## src/rtl/acc_pkg.sv

```systemverilog
// Shared definitions for the accumulator register: Q-op select encoding and
// the priority order in which simultaneous Q-op strobes are resolved.
package acc_pkg;

    typedef enum logic [3:0] {
        OP_NONE,
        OP_CLR,
        OP_LD,
        OP_ADD,
        OP_INC,
        OP_DEC,
        OP_SHR,
        OP_SHL,
        OP_CMA
    } op_e;

    localparam int unsigned N_QOPS = 8;

    // Index 0 is the highest priority; the strobe vector uses the same bit order.
    localparam op_e Q_OP_PRIO [N_QOPS] = '{
        OP_CLR, OP_LD, OP_ADD, OP_INC, OP_DEC, OP_SHR, OP_SHL, OP_CMA
    };

    // Ops that write E themselves; a concurrent CLE/CME is dropped for them.
    function automatic logic op_owns_e(input op_e op);
        return (op == OP_ADD) || (op == OP_SHR) || (op == OP_SHL);
    endfunction

endpackage

```

## src/rtl/acc_op_sel.sv

```systemverilog
// Priority encoder from the eight Q-op strobes to a single op select,
// plus a flag for more than one strobe asserted.
module acc_op_sel
    import acc_pkg::*;
(
    input  logic [N_QOPS-1:0] strb_i,
    output op_e               op_o,
    output logic              multi_o
);

    always_comb begin
        op_o = OP_NONE;
        // Walk from lowest to highest priority so the highest set strobe wins.
        for (int i = N_QOPS - 1; i >= 0; i--) begin
            if (strb_i[i]) begin
                op_o = Q_OP_PRIO[i];
            end
        end
    end

    assign multi_o = |(strb_i & (strb_i - N_QOPS'(1)));

endmodule

```

## src/rtl/acc_reg_n.sv

```systemverilog
// Parametrised accumulator / general-purpose register with extend bit E,
// prioritised Q-ops, E-ops and a registered multi-op conflict flag.
module acc_reg_n
    import acc_pkg::*;
#(
    parameter int              WIDTH     = 8,
    parameter logic [WIDTH-1:0] RESET_VAL = '0,
    parameter bit              SATURATE  = 1'b0
) (
    input  logic             CLK,
    input  logic             RST,
    input  logic [WIDTH-1:0] Data,
    input  logic             LD,
    input  logic             CLR,
    input  logic             INC,
    input  logic             DEC,
    input  logic             ADD,
    input  logic             SHR,
    input  logic             SHL,
    input  logic             CMA,
    input  logic             CLE,
    input  logic             CME,
    output logic [WIDTH-1:0] Q,
    output logic             E,
    output logic             ZERO,
    output logic             MSB,
    output logic             CONFLICT
);

    localparam logic [WIDTH-1:0] ALL_ONES = '1;
    localparam logic [WIDTH-1:0] ONE      = WIDTH'(1);

    logic [WIDTH-1:0] q_q, q_d;
    logic             e_q, e_d;
    logic             conflict_q, conflict_d;
    logic [N_QOPS-1:0] strb;
    op_e              op_sel;
    logic             multi_op;

    assign strb = {CMA, SHL, SHR, DEC, INC, ADD, LD, CLR};

    acc_op_sel u_op_sel (
        .strb_i  (strb),
        .op_o    (op_sel),
        .multi_o (multi_op)
    );

    always_comb begin
        q_d = q_q;
        e_d = e_q;
        unique case (op_sel)
            OP_CLR: q_d = '0;
            OP_LD:  q_d = Data;
            OP_ADD: {e_d, q_d} = {1'b0, q_q} + {1'b0, Data};
            OP_INC: begin
                if (!(SATURATE && (q_q == ALL_ONES))) q_d = q_q + ONE;
            end
            OP_DEC: begin
                if (!(SATURATE && (q_q == '0))) q_d = q_q - ONE;
            end
            OP_SHR: begin
                q_d = {e_q, q_q[WIDTH-1:1]};
                e_d = q_q[0];
            end
            OP_SHL: begin
                q_d = {q_q[WIDTH-2:0], e_q};
                e_d = q_q[WIDTH-1];
            end
            OP_CMA: q_d = ~q_q;
            default: ;
        endcase
        if (!op_owns_e(op_sel)) begin
            if (CLE)      e_d = 1'b0;
            else if (CME) e_d = ~e_q;
        end
        conflict_d = multi_op | (CLE & CME);
    end

    always_ff @(posedge CLK) begin
        if (RST) begin
            q_q        <= RESET_VAL;
            e_q        <= 1'b0;
            conflict_q <= 1'b0;
        end else begin
            q_q        <= q_d;
            e_q        <= e_d;
            conflict_q <= conflict_d;
        end
    end

    assign Q        = q_q;
    assign E        = e_q;
    assign ZERO     = (q_q == '0);
    assign MSB      = q_q[WIDTH-1];
    assign CONFLICT = conflict_q;

endmodule

```

## config.mk

```make
export PLATFORM = sky130hd
export DESIGN_NAME = acc_reg_n
export DESIGN_NICKNAME = d
export VERILOG_FILES = /design/src/rtl/acc_pkg.sv /design/src/rtl/acc_op_sel.sv /design/src/rtl/acc_reg_n.sv
export SDC_FILE = /design/constraint.sdc
export NUM_CORES = 1
export LEC_CHECK = 0
export ABC_CLOCK_PERIOD_IN_PS = 3700
export BUFFER_PORTS_ARGS = -buffer_cell sky130_fd_sc_hd__buf_4
export CORE_UTILIZATION = 58
export CTS_CLUSTER_DIAMETER = 50
export DETAILED_ROUTE_END_ITERATION = 16
export GPL_ROUTABILITY_DRIVEN = 0
export GPL_TIMING_DRIVEN = 0
export PLACE_DENSITY = 0.85
export SETUP_SLACK_MARGIN = 0.3
export SLEW_MARGIN = 15
export SYNTH_ARGS = -nofsm -noshare
export SYNTH_HDL_FRONTEND = slang
export SYNTH_SLANG_ARGS = --single-unit
export TNS_END_PERCENT = 10
```

## constraint.sdc

```tcl
create_clock -name CLK -period 3.7 [get_ports CLK]
set_input_delay 0.555 -clock CLK [delete_from_list [all_inputs] [get_ports CLK]]
set_output_delay 0.555 -clock CLK [all_outputs]
set_load 0.01 [all_outputs]
```

# ---- Yosys cells after proc, flatten, opt, wreduce, memory -nomap -nowiden
# Index checks and enable logic that the tools add are counted.
dict set report totals {
  out_inout_bits 12
  input_bits 20
  ff_bits 10
}
dict set report op_classes {
  n_eq_ne 8
  addsub 4
  n_bitwise 5
  muxes 13
  n_reduce_logical 5
}
# operator count
set op_table {}
lappend op_table {{case mux 8 bit (8 select lines)} 1}
lappend op_table {{two-way mux 4 bit} 8}
lappend op_table {{equality test 4 x 3 -> 1 bit, second input constant} 4}
lappend op_table {{subtractor 8 x 1 -> 8 bit, second input constant} 2}
lappend op_table {{adder 8 x 8 -> 9 bit} 1}
lappend op_table {{adder 8 x 1 -> 8 bit, second input constant} 1}
lappend op_table {{AND 8 bit} 1}
lappend op_table {{equality test 4 x 2 -> 1 bit, second input constant} 2}
lappend op_table {{logical NOT 8 bit} 1}
lappend op_table {{NOT 8 bit} 1}
lappend op_table {{nonzero test 8 bit} 1}
lappend op_table {{OR reduction 8 bit} 1}
lappend op_table {{equality test 4 x 1 -> 1 bit, second input constant} 1}
lappend op_table {{equality test 4 bit, second input constant} 1}
lappend op_table {{two-way mux 1 bit} 3}
lappend op_table {{case mux 1 bit (3 select lines)} 1}
lappend op_table {{logical OR 1 bit} 2}
lappend op_table {{AND 1 bit} 1}
lappend op_table {{NOT 1 bit} 1}
lappend op_table {{bitwise OR 1 bit} 1}

# ---- Longest topological paths before layout
# Gate-level depths: netlist of the first run.
dict set report logic_depth {
  word_depth 13
  ltp_mapped 11
  depth_no_buf 10
}

# ---- Cells and area by module
# From an unflattened synthesis of the first run, not the netlist that was laid out.
dict set report unflattened {
  cells_unflattened 198
  hier_area_um2 1470.2
}
# module n_inst area_per_inst_um2 seq_area_each_um2 cells_per_inst
set modules_own_cells {}
lappend modules_own_cells {acc_reg_n 1 1352.5 200.2 177}
lappend modules_own_cells {acc_op_sel 1 117.6 0.0 21}

# ---- Worst setup path after synthesis of the first run
# OpenSTA, ideal clock, no wires.
dict set report synth_timing {
  path_kind {input port to flip-flop}
  start {input port SHR}
  end {register q_q[5], in the netlist Q[5]}
  cell_stages 11
  arrival_time_ns 2.529
  setup_ns 0.121
  path_slack_ns 1.050
  t_required_ns 3.579
  path_cell_list {nand2b_1 a221oi_2 buf_6 and2_2 ha_1 a211oi_1 o21bai_1 a21oi_1 xnor2_1 a221oi_2 nor3_1}
}
dict set report synth_between {
  elab_chain_cells 8
}
# item line
set synth_lines {}
lappend synth_lines {{from (decl)} acc_reg_n.sv:18} ;# input logic SHR,
lappend synth_lines {{two-way mux 4 bit (*) (6 in a row)} acc_op_sel.sv:15} ;# if (strb_i[i]) begin
lappend synth_lines {{equality test 4 bit (tied with other cells)} acc_reg_n.sv:51} ;# unique case (op_sel)
lappend synth_lines {{case mux 8 bit (8 select lines) / nonzero test 8 bit (equally long branches)} --}
lappend synth_lines {{to (signal assigned)} acc_reg_n.sv:85} ;# q_q <= q_d;
lappend synth_lines {{to (decl)} acc_reg_n.sv:33} ;# logic [WIDTH-1:0] q_q, q_d;
# Mark *: on every way between the ends. The rest lies on a longest branch, timed or not.
# A chain may end at the register's enable or synchronous reset.

# ---- Worst setup path after layout of the first run
dict set report layout_timing {
  start {input port ADD}
  end {register q_q[5], in the netlist Q[5]}
}
dict set report layout_between {
  elab_chain_cells 5
}
# item line
set layout_lines {}
lappend layout_lines {{from (decl)} acc_reg_n.sv:17} ;# input logic ADD,
lappend layout_lines {{two-way mux 4 bit (*) (3 in a row)} acc_op_sel.sv:15}
lappend layout_lines {{equality test 4 bit (tied with other cells)} acc_reg_n.sv:51}
lappend layout_lines {{case mux 8 bit (8 select lines) / nonzero test 8 bit (equally long branches)} --}
# Marks and branches as above.

==> results.md, run 1 <==
* Run status: completed
* Synth async-reset ratio at 0
* Max Freq at about 350 MHz
* Fin. max-slew vios at 0
* Power Total at 387.8 uW
* Pin count of the biggest net entering global routing at 11
* Die Y at 50.67 microns
* Most common flop cell mapped by yosys: dfxtp_1
* Clk buf depth at 2
* Root Buffer: clkbuf_4
* Antenna diode count at 0
* Yosys warnings at 0
* Startpoint types: input port
* Detailed-route via count at 1451
* DRT Pass-1 Iters at 4
* First-pass GRT wire length at 6016 microns
* Final worst path period need at 2.854 ns
* Share of layout cells above drive strength 1 at 0.2800
* CTS clk-pin slew, worst paths at 0.08 ns
* Num CTS Buffers at 3
* Unrepaired setup endpoints after global routing: no
* Cells after Synth at between 150 and 200
* Number of port buffers at 30
* Worst-Skew Late Latency at ~0.27 ns
* Worst Path Arrival at 3.04 ns
* Period utilisation layout at 0.7714
* Initial Utilization at 0.6210
* Layout overhead on the synthesized area at 21.58%
* Sequential cell area at around 200 sq um
* Fillers at roughly 180
* Final WL at 3770 microns
* Core occupancy in the finished layout at 0.7551
* Total track usage at 0.3128
* H-tree Lvls at 1
* IO Count at 32
* Required @ worst endpoint at 3.89 ns
* Static Leak at 0.0007613 uW
* Syn nets at about 200
* DIE AREA at 2567 sq um
* Cell Pwr Density at roughly 230 nW/um^2
* Vias in the first global route at 1267
* Final ANT Viol Nets at 0
* DR iter-0 viols at 70
* Seq cells post-synth at 10
* WL/cell at around 17 microns
* Setup violators final at 0
* CTS tree: yes
* Final nets at 237
* Core box area at approximately 2200 sq um
* Initial antenna violation count at 0
* GR Overflow Total at 0
* Crit path kind: in2reg
* Seq/Total Area, Yosys at 0.1457
* Post-CTS Setup Bufs at 0
* Fin Clk Skew at 0.002167 ns
* Post-synth EDFFs at 0
* Post-Syn Area at 1374 sq um
* TNS Setup at 0 ns
* Final hold viol count at 0
* Worst-path fanout max at 9
* Post_cts resized at 0
* Post-DP HPWL at 2867 microns
* Die Wd at 50.67 microns
* Syn Area/Cell at 8.276 sq um
* Maximum VDD drop at about 0.18 mV
* Max-cap violations at 0
* Clk sinks at 10
* DR vias/cell at 6.364
* Cts hold-fix bufs at 0
* Distinct cells, synth at 42
* Normalized max-slew margin at 0.5448
* Critical Path Sink Type: flip-flop
* Worst Hold Class: in2reg
* DRC errors left at 0
* Area of the multi-input gates at 1126 sq um
* Worst Tran Pin Value at 0.6791 ns
* FP Rows at 17
==> registers in the layout (all words and copies together), names as in the netlist <==
name and cells:
CONFLICT 1, E 1, Q 8
==> worst paths after layout <==
kind / start / to / slack, ns / cells after the start
hold reg to reg: Q[4]$_SDFFE_PP0P_ / Q[4]$_SDFFE_PP0P_ / 0.73 / 2
setup / recovery: ADD / Q[5]$_SDFFE_PP0P_ / 0.85 / 12
setup reg to reg: Q[0]$_SDFFE_PP0P_ / Q[6]$_SDFFE_PP0P_ / 1.44 / 8
hold / removal: RST / Q[0]$_SDFFE_PP0P_ / 0.54 / 2
==> cell families after synthesis <==
kind of cell | Yosys count | synth area share
AOI/OAI and AO/OA | 55 | 0.2760
and+or+nand+nor | 48 | 0.1812
DFF | 10 | 0.1457
muxes | 9 | 0.07650
xor gates and xnor gates | 18 | 0.1148
buffers and inverters | 8 | 0.03460
adders and majority gates | 18 | 0.1712
==> synthesized netlist by cell type, drive strengths merged (2+ instances only) <==
master  number  area share
a21oi       16       0.058
ha          14        0.13
nand2       14       0.038
nor2        12       0.038
xnor2       12       0.077
dfxtp       10        0.15
mux2         9       0.077
o21ai        9       0.033
nor3         8       0.040
xor2         6       0.038
a221oi       5       0.041
a31oi        5       0.023
buf          5       0.026
a222oi       4       0.029
nand2b       4       0.018
a21o         3       0.016
inv          3      0.0082
nand3        3       0.011
o211ai       3       0.016
o21bai       3       0.016
a211oi       2       0.011
fa           2       0.029
maj3         2       0.015
nor2b        2      0.0091
or4          2       0.011
==> layer usage <==
metal,track usage,routed length (microns),part of all wire
met1,0.3866,1561,0.41
met2,0.5556,1909,0.51
met3,0.05152,277,0.073
met4,0.07870,23,0.0061
met5,0,0,0
==> power breakdown <==
group          switching, uW  leakage, uW  total, uW  internal [uW]
Combinational           75.4     0.000658        154           78.1
Clock                   47.0    0.0000210        107           59.8
Sequential              13.7    0.0000821        127            114
==> metrics by stage <==
step | worst slack, ns | hold slack, ns | cell area, sq um | std cells
after floorplan | 1.050 | 0.6673 | 1374 | 166
after global placement | 0.6502 | 0.6837 | 1634 | 224
after detailed placement | 0.6139 | 0.7134 | 1634 | 224
after CTS | 0.8799 | 0.5399 | 1670 | 228
after global routing | 0.5882 | 0.5418 | 1670 | 228
final | 0.8459 | 0.5367 | 1670 | 228
==> placed cells by master (no fill, tap or decap), drive strengths merged, types with 4 or more instances in the layout <==
master	netlist	layout
a21oi	16	16
a221oi	5	5
a222oi	4	4
a31oi	5	5
buf	5	35
clkbuf	0	4
dfxtp	10	10
ha	14	14
mux2	9	9
nand2	14	14
nand2b	4	4
nor2	12	12
nor3	8	8
o21ai	9	9
xnor2	12	12
xor2	6	6
==> final cells by class <==
| cell class | instances | area share |
|---|---|---|
| plain buffers | 5 | 0.02172 |
| clock buffers | 4 | 0.02172 |
| repair buffers | 30 | 0.1348 |
| well taps | 28 | 0.02097 |
| inverters | 3 | 0.006742 |
| flip-flops and latches | 10 | 0.1199 |
| multi-input cells | 148 | 0.6742 |
==> critical path: stages <==
cell and delay, ns:
buf_4 0.13, nor3_2 0.28, nor2b_1 0.18, buf_2 0.24, and2_2 0.28, ha_1 0.27, a211oi_1 0.31, o21bai_1 0.11
a21oi_1 0.20, xnor2_1 0.17, a221oi_2 0.09, nor3_1 0.23
Note: power is estimated with default switching activity, not from simulation.
==> inputs of run 2 (changes only) <==
--- a/config.mk
+++ b/config.mk
@@ -5,14 +5,15 @@
 export SDC_FILE = /design/constraint.sdc
 export NUM_CORES = 1
 export LEC_CHECK = 0
-export ABC_CLOCK_PERIOD_IN_PS = 3700
+export ABC_AREA = 1
+export ABC_CLOCK_PERIOD_IN_PS = 2320
 export BUFFER_PORTS_ARGS = -buffer_cell sky130_fd_sc_hd__buf_4
-export CORE_UTILIZATION = 58
+export CORE_UTILIZATION = 50
 export CTS_CLUSTER_DIAMETER = 50
 export DETAILED_ROUTE_END_ITERATION = 16
 export GPL_ROUTABILITY_DRIVEN = 0
 export GPL_TIMING_DRIVEN = 0
-export PLACE_DENSITY = 0.85
+export PLACE_DENSITY = 0.76
 export SETUP_SLACK_MARGIN = 0.3
 export SLEW_MARGIN = 15
 export SYNTH_ARGS = -nofsm -noshare
==> constraint.sdc (replaced) <==
create_clock -name CLK -period 2.32 [get_ports CLK]
set_input_delay 0.348 -clock CLK [delete_from_list [all_inputs] [get_ports CLK]]
set_output_delay 0.348 -clock CLK [all_outputs]
set_load 0.01 [all_outputs]
==> run 2 against run 1 <==
Against the previous run: die area up 33%; utilization down 7.5 points; critical path depth up 1; critical endpoint is now Q[2]$_SDFFE_PP0P_; first-iteration DRC count up 81%; combinational power up 110%; clock power up 8%.
==> results.md, run 2 <==
* Run status: completed
* Part of the power in registers at 0.332 (+0.003)
* CP top delay family: simple AND/OR/NAND/NOR gates
* Post-DP HPWL at 3414 microns (+19%)
* Required @ worst endpoint at 2.48 ns (-1.41 ns)
* Power Total at 650.5 uW (+68%)
* Die Wd at 58.53 microns (+16%)
* Share of layout cells above drive strength 1 at 0.2970 (+0.01703)
* Max Freq at approximately 500 MHz
* DIE AREA at 3426 sq um (+33%)
* Synth async-reset ratio at 0 (unchanged)
* GR Overflow Total at 0 (unchanged)
* Final worst path period need at 1.988 ns
* Detailed-route via count at 1868 (+29%)
* Maximum VDD drop at 0.3190 mV (+75%)
* Seq cells post-synth at 10 (unchanged)
* Yosys top cell area share at 0.1597 (+0.01403)
* Unrepaired setup endpoints after global routing: yes
* Worst r2r path cells at 8 (unchanged)
* Fin Clk Skew at 0.004012 ns (+0.001845 ns)
* Critical Path Sink Type: flip-flop
* Post-place setup slack at -0.1178 ns (-0.7317 ns)
* RR Startpoint: Q[1]$_SDFFE_PP0P_
* Most common flop cell mapped by yosys: dfxtp_1
* Distinct cells, synth at 35 (-17%)
* Core box area at 3053 sq um (+38%)
* Synth area leaders: nand2_1 (16%), dfxtp_1 (13%), ha_1 (11%)
* CTS clk-pin slew, worst paths at 0.06 ns (-0.02 ns)
* DRT Pass-1 Iters at 5 (+1)
* Pin count of the biggest net entering global routing at 9 (-2)
* Syn Area/Cell at 6.029 sq um (-27%)
* Most common cell after layout, fill and taps aside: nand2_1
* Number of port buffers at 31 (+3.3%)
* Worst R2R Setup Slack at 0.38 ns (-1.06 ns)
* DR iter-0 viols at 127 (+81%)
* DP Cell Count at 340 (+52%)
* H-tree Lvls at 1 (unchanged)
* Initial Utilization at 0.5234 (-0.09768)
* First-pass GRT wire length at 7072 microns (+18%)
* Num CTS Buffers at 3 (unchanged)
* Final WL at 4416 microns (+17%)
* Initial antenna violation count at 0 (unchanged)
* CP cell instances: buf_4 -> nor2_4 -> nor2_4 -> nand3_4 -> clkinv_8 -> fa_2 -> or2_2 -> nand3_1 -> o21ai_0 -> nor2_1 -> nand4_1 -> nand2_1 -> inv_1
* Crit path kind: in2reg
* Clk sinks at 10 (unchanged)
* Most frequent cells after synthesis: nand2_1 (68), inv_1 (38), nor2_1 (23)
* Static Leak at 0.001057 uW (+39%)
* Yosys warnings at 0 (unchanged)
* Vias in the first global route at 1623 (+28%)
* WP buf/inv at 3 (+1)
* Cells after Synth at 265 (+60%)
* Layout overhead on the synthesized area at 29.99%
* Period utilisation layout at 0.8570
* Clk buf depth at 2 (unchanged)
* Setup violators final at 0 (unchanged)
* Hold Crit Start: RST
* RR Endpoint: Q[5]$_SDFFE_PP0P_
* Startpoint types: input port
* Final nets at 341 (+44%)
* FP Rows at 20 (+3)
* Seq/Total Area, Yosys at 0.1253 (-0.02043)
* Antenna diode count at 0 (unchanged)
* Final ANT Viol Nets at 0 (unchanged)
* Total track usage at 0.2633 (-0.04950)
* Net Switching at 263.3 uW (+93%)
* Final hold viol count at 0 (unchanged)
* Worst-path fanout max at 7 (-2)
* Post-synth EDFFs at 0 (unchanged)
* Pint at 387.2 uW (+54%)
* Biggest area consumer among synthesized cells: nand2_1
* Slowest cell on crit path: fa_2
* Normalized max-slew margin at 0.7325 (+0.1877)
* Worst-Skew Late Latency at 0.26 ns (about the same)
* Comb power frac at 0.489 (+0.093)
* Top-count cell post-synth: nand2_1
* CP dominant cell by count: nor2_4
* Post-Syn Area at 1598 sq um (+16%)
* WL/cell at 12.73 microns (-23%)
* Worst hold stages at 2 (unchanged)
* Worst Hold Class: in2reg
* Worst Tran Pin Value at 0.4008 ns (-0.2783 ns)
* Max FFs per register at 8 (unchanged)
* Worst Path Arrival at 2.15 ns (-0.89 ns)
* Cell Pwr Density at 313.2 nW/um^2 (+35%)
* Commonest cells after routing, fill and taps aside: nand2_1 (64), inv_1 (36), buf_4 (36)
* Fin. max-slew vios at 0 (unchanged)
* Final Non-Filler Cells at 347 (+52%)
* Worst Hold End: CONFLICT$_SDFF_PP0_
* Crit-path max cell delay at 0.37 ns (+0.06 ns)
* Die Y at 58.53 microns (+16%)
* Cts hold-fix bufs at 0 (unchanged)
* DR vias/cell at 5.383 (-15%)
* Fillers at 285 (+55%)
* Core occupancy in the finished layout at 0.6803 (-0.07476)
* Final setup margin at 0.3317 ns (-0.5142 ns)
* Clock network power share at 0.179 (-0.096)
* Root Buffer: clkbuf_4
* IO Count at 32 (unchanged)
* Max-cap violations at 0 (unchanged)
* Syn nets at 301 (+49%)
* Switch share at 0.4048 (+0.05387)
* CTS tree: yes
* DRC errors left at 0 (unchanged)
==> run 2: changes by cell type after synthesis, moves of 6 or more <==
cell and change:
inv_1 +36, mux2_2 -7, nand2_1 +54, nand3_1 +13, nand4_1 +14, nor2_1 +12, o22ai_1 +6, xnor2_1 -10
==> run 2: what timing repair did <==
item	CTS	global route
pin swaps	2	12
endpoints found under the setup margin	6	7
setup buffers	2	2
gates resized for setup	1	20
==> run 2: cell type report <==
cell class                      instances  area [sq um]  share of cell area
Clock buffer                            3         22.52             0.01084
Timing Repair Buffer                   35         262.8              0.1265
Inverter                               45         185.2             0.08916
Buffer                                  1         7.507            0.003614
Multi-Input combinational cell        209          1336              0.6434
Tap cell                               44         55.05             0.02651
Sequential cell                        10         207.7              0.1000
==> run 2: cell families (layout without fill, tap and decap cells) <==
logic type	Yosys count	in the layout	synth area share
compound gates	46	46	0.1699
xor+xnor	3	3	0.01645
fa+ha+maj	17	17	0.1410
buf+inv	46	84	0.1128
flops	10	10	0.1253
simple gates	143	143	0.4346
==> run 2: metal layers <==
metal / vias to the layer above / share of wire / GRT usage
met5: - / 0 / 0
li1: 957 / - / -
met4: 0 / 0.0048 / 0.02041
met1: 850 / 0.45 / 0.3535
met2: 59 / 0.50 / 0.4631
met3: 2 / 0.047 / 0.04176
==> run 2: through the flow <==
stage	TNS [ns]	hold WS [ns]	cell area, sq um
floorplan	0	0.4171	1669
global placement	-0.3176	0.5253	1957
detailed placement	-0.4847	0.5326	1957
CTS	0	0.2562	1997
global route	0	0.2632	2077
finish	0	0.2584	2077
==> run 2: worst max-delay path by stage <==
| stage | start | end | slack, ns | cells past startpoint |
|---|---|---|---|---|
| floorplan | LD | Q[7]$_SDFFE_PP0P_ | 0.27 | 14 |
| global placement | LD | Q[4]$_SDFFE_PP0P_ | -0.09 | 15 |
| detailed placement | LD | Q[4]$_SDFFE_PP0P_ | -0.12 | 15 |
| CTS | LD | Q[5]$_SDFFE_PP0P_ | 0.31 | 14 |
| global route | ADD | Q[5]$_SDFFE_PP0P_ | 0.27 | 14 |
| finish | DEC | Q[2]$_SDFFE_PP0P_ | 0.33 | 13 |
==> run 2: power by group through the flow <==
stage               Combinational, uW  Sequential, uW  Clock, uW
floorplan                         194             215          0
global placement                  294             218          0
detailed placement                298             218          0
CTS                               302             214        119
global route                      355             218        133
finish                            318             216        116
